## src/rtl/cmem_load_ctrl_if.sv

```systemverilog
// Handshake/control bundle between the weight-decomposition stage, cmem_load_ctrl and the CMEM.
// pad_count is present only when CMEM_CTRL_STATS_EN is defined.
interface cmem_load_ctrl_if #(
    parameter int SIZE  = 8,
    parameter int COL_W = $clog2(SIZE)
);
    logic             start_load;
    logic [2:0]       cw_in;
    logic             cw_in_valid;
    logic             cw_in_last;
    logic             cw_in_ready;
    logic             preload_req;
    logic [2:0]       mem_cw;
    logic             mem_cw_valid;
    logic             mem_load_done;
    logic             mem_preload_en;
    logic             preload_done;
    logic             busy;
`ifdef CMEM_CTRL_STATS_EN
    logic [COL_W+1:0] pad_count;

    modport master (
        output start_load, cw_in, cw_in_valid, cw_in_last, preload_req,
        input  cw_in_ready, mem_cw, mem_cw_valid, mem_load_done, mem_preload_en,
               preload_done, busy, pad_count
    );

    modport slave (
        input  start_load, cw_in, cw_in_valid, cw_in_last, preload_req,
        output cw_in_ready, mem_cw, mem_cw_valid, mem_load_done, mem_preload_en,
               preload_done, busy, pad_count
    );
`else
    modport master (
        output start_load, cw_in, cw_in_valid, cw_in_last, preload_req,
        input  cw_in_ready, mem_cw, mem_cw_valid, mem_load_done, mem_preload_en,
               preload_done, busy
    );

    modport slave (
        input  start_load, cw_in, cw_in_valid, cw_in_last, preload_req,
        output cw_in_ready, mem_cw, mem_cw_valid, mem_load_done, mem_preload_en,
               preload_done, busy
    );
`endif
endinterface

```

## src/rtl/cmem_load_ctrl.sv

```systemverilog
// Load/preload sequencer for the compensation-weight memory: pads short columns to 3 slots
// and times the preload burst. Optional pad statistics under CMEM_CTRL_STATS_EN.
module cmem_load_ctrl #(
    parameter int SIZE      = 8,
    parameter int CMEM_SIZE = SIZE * 3,
    parameter int COL_W     = $clog2(SIZE)
) (
    input  logic             clk,
    input  logic             rst,
    cmem_load_ctrl_if.slave  bus
);
    localparam int              COLS     = CMEM_SIZE / 3;
    localparam logic [COL_W-1:0] LAST_COL = COL_W'(COLS - 1);

    typedef enum logic [2:0] {
        IDLE,
        LOAD,
        PAD,
        READY,
        PRELOAD
    } state_t;

    state_t           state;
    logic [COL_W-1:0] col;
    logic [1:0]       slot;
    logic [1:0]       pcnt;
    logic             pending;
    logic             hs;

    assign hs       = bus.cw_in_valid && bus.cw_in_ready;
    assign bus.busy = (state != IDLE) && (state != READY);

    always_ff @(posedge clk or negedge rst) begin
        if (!rst) begin
            state              <= IDLE;
            col                <= '0;
            slot               <= '0;
            pcnt               <= '0;
            pending            <= 1'b0;
            bus.cw_in_ready    <= 1'b0;
            bus.mem_cw         <= '0;
            bus.mem_cw_valid   <= 1'b0;
            bus.mem_load_done  <= 1'b0;
            bus.mem_preload_en <= 1'b0;
            bus.preload_done   <= 1'b0;
`ifdef CMEM_CTRL_STATS_EN
            bus.pad_count      <= '0;
`endif
        end else begin
            bus.mem_cw_valid <= 1'b0;
            bus.preload_done <= 1'b0;
            case (state)
                IDLE: begin
                    if (bus.start_load) begin
                        state           <= LOAD;
                        col             <= '0;
                        slot            <= '0;
                        bus.cw_in_ready <= 1'b1;
`ifdef CMEM_CTRL_STATS_EN
                        bus.pad_count   <= '0;
`endif
                    end
                end

                LOAD: begin
                    if (bus.preload_req) pending <= 1'b1;
                    if (hs) begin
                        bus.mem_cw       <= bus.cw_in;
                        bus.mem_cw_valid <= 1'b1;
                        // slot 2 closes the column regardless of cw_in_last; earlier lasts owe zero fills
                        if (slot == 2'd2) begin
                            slot <= '0;
                            col  <= col + 1'b1;
                            if (col == LAST_COL) begin
                                state           <= READY;
                                bus.cw_in_ready <= 1'b0;
                            end
                        end else if (bus.cw_in_last) begin
                            state           <= PAD;
                            slot            <= slot + 2'd1;
                            bus.cw_in_ready <= 1'b0;
                        end else begin
                            slot <= slot + 2'd1;
                        end
                    end
                end

                PAD: begin
                    if (bus.preload_req) pending <= 1'b1;
                    bus.mem_cw       <= '0;
                    bus.mem_cw_valid <= 1'b1;
`ifdef CMEM_CTRL_STATS_EN
                    bus.pad_count    <= bus.pad_count + 1'b1;
`endif
                    if (slot == 2'd2) begin
                        slot <= '0;
                        col  <= col + 1'b1;
                        if (col == LAST_COL) begin
                            state <= READY;
                        end else begin
                            state           <= LOAD;
                            bus.cw_in_ready <= 1'b1;
                        end
                    end else begin
                        slot <= slot + 2'd1;
                    end
                end

                READY: begin
                    // A preload request outranks a simultaneous start_load, which is dropped
                    if (bus.preload_req || pending) begin
                        state              <= PRELOAD;
                        pcnt               <= '0;
                        pending            <= 1'b0;
                        bus.mem_preload_en <= 1'b1;
                        bus.mem_load_done  <= 1'b1;
                    end else if (bus.start_load) begin
                        state             <= LOAD;
                        col               <= '0;
                        slot              <= '0;
                        bus.cw_in_ready   <= 1'b1;
                        bus.mem_load_done <= 1'b0;
`ifdef CMEM_CTRL_STATS_EN
                        bus.pad_count     <= '0;
`endif
                    end else begin
                        bus.mem_load_done <= 1'b1;
                    end
                end

                PRELOAD: begin
                    pcnt <= pcnt + 2'd1;
                    if (pcnt == 2'd2) bus.preload_done <= 1'b1;
                    if (pcnt == 2'd3) begin
                        state              <= READY;
                        bus.mem_preload_en <= 1'b0;
                    end
                end

                default: begin
                    state <= IDLE;
                end
            endcase
        end
    end
endmodule

```

## src/flat_wrapper.sv

```systemverilog
// flat-port wrapper written by rule: the top's interface ports become plain ports
module cmem_load_ctrl_flat 
#(
    parameter int SIZE      = 8,
    parameter int CMEM_SIZE = SIZE * 3,
    parameter int COL_W     = $clog2(SIZE)
)
  (clk, rst, bus_start_load, bus_cw_in, bus_cw_in_valid, bus_cw_in_last, bus_preload_req, bus_cw_in_ready, bus_mem_cw, bus_mem_cw_valid, bus_mem_load_done, bus_mem_preload_en, bus_preload_done, bus_busy);
  cmem_load_ctrl_if #(.SIZE(SIZE), .COL_W(COL_W)) bus_i ();
  input  logic clk;
  input  logic rst;
  input wire logic [$bits(bus_i.start_load)-1:0] bus_start_load;
  input wire logic [$bits(bus_i.cw_in)-1:0] bus_cw_in;
  input wire logic [$bits(bus_i.cw_in_valid)-1:0] bus_cw_in_valid;
  input wire logic [$bits(bus_i.cw_in_last)-1:0] bus_cw_in_last;
  input wire logic [$bits(bus_i.preload_req)-1:0] bus_preload_req;
  output wire logic [$bits(bus_i.cw_in_ready)-1:0] bus_cw_in_ready;
  output wire logic [$bits(bus_i.mem_cw)-1:0] bus_mem_cw;
  output wire logic [$bits(bus_i.mem_cw_valid)-1:0] bus_mem_cw_valid;
  output wire logic [$bits(bus_i.mem_load_done)-1:0] bus_mem_load_done;
  output wire logic [$bits(bus_i.mem_preload_en)-1:0] bus_mem_preload_en;
  output wire logic [$bits(bus_i.preload_done)-1:0] bus_preload_done;
  output wire logic [$bits(bus_i.busy)-1:0] bus_busy;
  assign bus_i.start_load = bus_start_load;
  assign bus_i.cw_in = bus_cw_in;
  assign bus_i.cw_in_valid = bus_cw_in_valid;
  assign bus_i.cw_in_last = bus_cw_in_last;
  assign bus_i.preload_req = bus_preload_req;
  assign bus_cw_in_ready = bus_i.cw_in_ready;
  assign bus_mem_cw = bus_i.mem_cw;
  assign bus_mem_cw_valid = bus_i.mem_cw_valid;
  assign bus_mem_load_done = bus_i.mem_load_done;
  assign bus_mem_preload_en = bus_i.mem_preload_en;
  assign bus_preload_done = bus_i.preload_done;
  assign bus_busy = bus_i.busy;
  cmem_load_ctrl #(.SIZE(SIZE), .CMEM_SIZE(CMEM_SIZE), .COL_W(COL_W)) u_core (.clk(clk), .rst(rst), .bus(bus_i));
endmodule
```

## config.mk

```make
export PLATFORM = sky130hd
export DESIGN_NAME = cmem_load_ctrl_flat
export DESIGN_NICKNAME = d
export VERILOG_FILES = /design/src/rtl/cmem_load_ctrl_if.sv /design/src/rtl/cmem_load_ctrl.sv /design/src/flat_wrapper.sv
export SDC_FILE = /design/constraint.sdc
export NUM_CORES = 1
export LEC_CHECK = 0
export ABC_AREA = 1
export ABC_CLOCK_PERIOD_IN_PS = 1300
export BUFFER_PORTS_ARGS = -buffer_cell sky130_fd_sc_hd__buf_4
export CAP_MARGIN = 10
export CELL_PAD_IN_SITES_DETAIL_PLACEMENT = 0
export CELL_PAD_IN_SITES_GLOBAL_PLACEMENT = 1
export CORE_ASPECT_RATIO = 1.25
export CORE_MARGIN = 3
export CORE_UTILIZATION = 30
export CTS_BUF_LIST = sky130_fd_sc_hd__clkbuf_8
export CTS_CLUSTER_DIAMETER = 120
export CTS_CLUSTER_SIZE = 30
export DETAILED_ROUTE_END_ITERATION = 10
export PLACE_DENSITY_LB_ADDON = 0.1
export SETUP_SLACK_MARGIN = 0.4
export SLEW_MARGIN = 15
export SYNTH_ARGS = -nofsm -noshare
export SYNTH_HDL_FRONTEND = slang
export SYNTH_SLANG_ARGS = --single-unit
```

## constraint.sdc

```tcl
create_clock -name clk -period 1.3 [get_ports clk]
set_input_delay 0 -clock clk [delete_from_list [all_inputs] [get_ports clk]]
set_output_delay 0 -clock clk [all_outputs]
set_load 0.03 [all_outputs]
```

==> key figures <==
Outcome
  • Outcome: finished, violations left
  • Failing checks: setup timing

Routing
  • Via Count: 1089
  • DRT Wirelength: 3.009 mm
  • DRC Markers: 0
  • DR iter-0 viols: 28
  • ANT nets after route: 0
  • Drt pass-1 iters: 4
  • Routed WL per cell: 13.08 um
  • Via density: 4.735

Synthesis
  • Most numerous cell in the Yosys netlist: nand2_1
  • Ys flop type: dfrtp_1
  • EDFF count, synth: 0
  • Net Count, Synth: 159
  • Post-synth top cells: nand2_1, nor2_1, dfrtp_1, inv_1, nand3_1
  • Mapped cell area: 0.001086 mm2
  • Ys Warns: 0
  • Yosys top cell area share: 43.78%
  • Post-synth cell types: 19
  • Area leader, netlist: dfrtp_1
  • Cells after Synth: 146
  • Seq/Total Area, Yosys: 43.78%
  • Top post-synthesis cells by area: dfrtp_1, nand2_1, nor2_1, nand3_1, inv_1
  • Seq cells post-synth: 19
  • Syn avg cell area: 7.439 um2
  • Ys async rst share: 100.0%

STA
  • Final hold violations: 0
  • Slew @ Worst Pin: 0.2558 ns
  • Hold_ws: 0.1388 ns
  • Final setup vio count: 9
  • RSZ-0062 raised after global routing: true
  • Final worst slack: -0.04055 ns
  • Fmax: 0.7460 GHz
  • Setup_tns: -0.1190 ns
  • Clock Skews: 0.003102 ns
  • Crit path time final: 1.341 ns
  • Max Slew Vio Count: 0
  • Final period util: 103.1%
  • Headroom to the max-slew limit: 82.95%

Finish
  • Final std cells w/o fill: 230
  • Layout cell share with drive strength beyond 1: 46.11%
  • Final Instance Area: 0.001744 mm2
  • Fill cell count: 324
  • Diodes inserted: 0
  • Post-layout util: 52.25%
  • Synthesis-to-layout area growth: 60.60%
  • NumNets Final: 207

Placed design
  • Post-DP Area: 0.001393 mm2
  • GPL Wtd Cong: 0.8210
  • DP Cell Count: 209
  • I/O Buffers: 17
  • Post-DP HPWL: 2.040 mm
  • Pre-CTS setup slack: -0.05498 ns

Pwr
  • Worst VDD drop: 0.001718 V
  • Combinational share of power: 67.4%
  • Switching fraction of total power: 48.09%
  • Sequential fraction of design power: 23.8%
  • Clock network power share: 8.8%
  • Leak Pwr: 0.8970 nW
  • Design Power: 4.694 mW
  • Internal: 2.436 mW
  • PD cells: 2691 mW/mm2
  • NetSw: 2.257 mW

Setup path
  • Crit Path Class: flop to output port
  • WP data arrival: 1.34 ns
  • Worst setup SP type: flop
  • Critical Path RT: 1.30 ns
  • Critical Path Sink Type: output port
  • Worst-path fanout max: 7

Global route
  • Vias in the first global route: 1086
  • Initial antenna violation count: 0
  • Largest net degree at the start of global routing: 20
  • First-pass GRT wire length: 5.043 mm
  • Gr usage total: 15.18%
  • Gr ovfl total: 0

Hold path
  • Worst min-delay path class: input pin to flop

CTS
  • Clk buf depth: 2
  • CTS tree: done
  • Total CTS buffers: 3
  • Clock-pin slew on the worst setup and hold paths: 0.07 ns
  • Cell at the root of the clock tree: clkbuf_8
  • Worst skew pair latency: 0.26 ns
  • CTS Sinks: 19
  • Htree depth: 1

Floorplan
  • DIE WIDTH: 59.82 um
  • I/O pin count: 18
  • Die area: 0.004383 mm2
  • Die Ht: 73.27 um
  • Num rows: 23
  • Core Box Area: 0.003338 mm2
  • Initial Util: 32.53%

Flow run
  • Max-cap viol count: 0
==> power groups by stage <==
stage,Clock (mW),Sequential [mW],Combinational [mW]
final,0.412,1.12,3.17
after global routing,0.443,1.15,3.50
after CTS,0.423,1.10,2.93
after detailed placement,0,1.10,2.39
after global placement,0,1.09,2.37
after floorplan,0,1.26,1.42
==> layout by cell type, fill, tap and decap left out, types with 4 or more instances in the layout <==
cell / n
buf_6: 7
nand2_2: 8
dlygate4sd3_1: 5
inv_1: 15
nand2_1: 31
nor2_4: 7
nand3_1: 9
nand3_2: 4
nand2_4: 4
o21ai_1: 5
dfrtp_2: 4
nor2_1: 14
dfrtp_1: 15
nor2_2: 6
buf_4: 30
==> layer usage <==
metal | track usage [%] | up-vias | wire length, um | share of wire [%]
met4 | 7.635 | 0 | 91 | 3.0
met2 | 25.84 | 18 | 1596 | 53
met3 | 2.460 | 8 | 77 | 2.6
met1 | 18.03 | 510 | 1245 | 41
li1 | - | 553 | - | -
met5 | 0 | - | 0 | 0
==> kinds of logic after synthesis <==
kind of cell | share of synthesized area, %
AO/OA/AOI/OAI | 7.374
adder cells (fa/ha/maj) | 4.608
buffers and inverters | 6.912
flip-flops | 43.78
AND/OR/NAND/NOR | 37.33
==> critical path: stages (launching register included) <==
cell and delay, ns:
dfrtp_2 0.49, buf_6 0.13, nand3_2 0.09, buf_6 0.14, o21ai_2 0.04, inv_1 0.06, buf_6 0.13
==> final timing paths <==
check / startpoint / end / slack [ns] / cells past startpoint
hold reg to reg: u_core.col[1] / u_core.col[1] / 0.49 / 2
setup reg to reg: u_core.col[0] / u_core.bus.cw_in_ready / -0.02 / 8
min in group asynchronous: rst / u_core.bus.preload_done / 0.16 / 2
max in group asynchronous: rst / u_core.bus.cw_in_ready / 0.92 / 2
hold / removal: bus_start_load / u_core.slot[0] / 0.14 / 4
setup / recovery: u_core.state[1] / bus_busy / -0.04 / 6
==> registers in the layout, summed over array words and instances, names as in the netlist <==
name	cells
u_core.col	3
u_core.slot	2
u_core.pending	1
u_core.bus.cw_in_ready	1
u_core.bus.mem_load_done	1
u_core.bus.mem_cw	3
u_core.pcnt	2
u_core.bus.preload_done	1
u_core.bus.mem_cw_valid	1
u_core.bus.mem_preload_en	1
u_core.state	3
==> repair_timing <==
| item | 4_1_cts | 5_1_grt |
|---|---|---|
| setup endpoints to repair | 20 | 20 |
| pin swaps | 9 | 9 |
| hold endpoints to repair | 23 | 0 |
| hold buffers | 5 | 0 |
| setup buffers | 10 | 2 |
| cloned | 0 | 0 |
| gates resized for setup | 31 | 18 |
==> cell type report <==
type / count / area, um2 / area share [%]
multi-input cells: 107 / 710.7 / 40.75
flip-flops and latches: 19 / 480.5 / 27.55
repair buffers: 43 / 374.1 / 21.45
inverters: 20 / 87.58 / 5.022
well taps: 37 / 46.29 / 2.654
clock buffers: 3 / 41.29 / 2.367
clock inverters: 1 / 3.754 / 0.2152
Note: power is estimated with default switching activity, not from simulation.
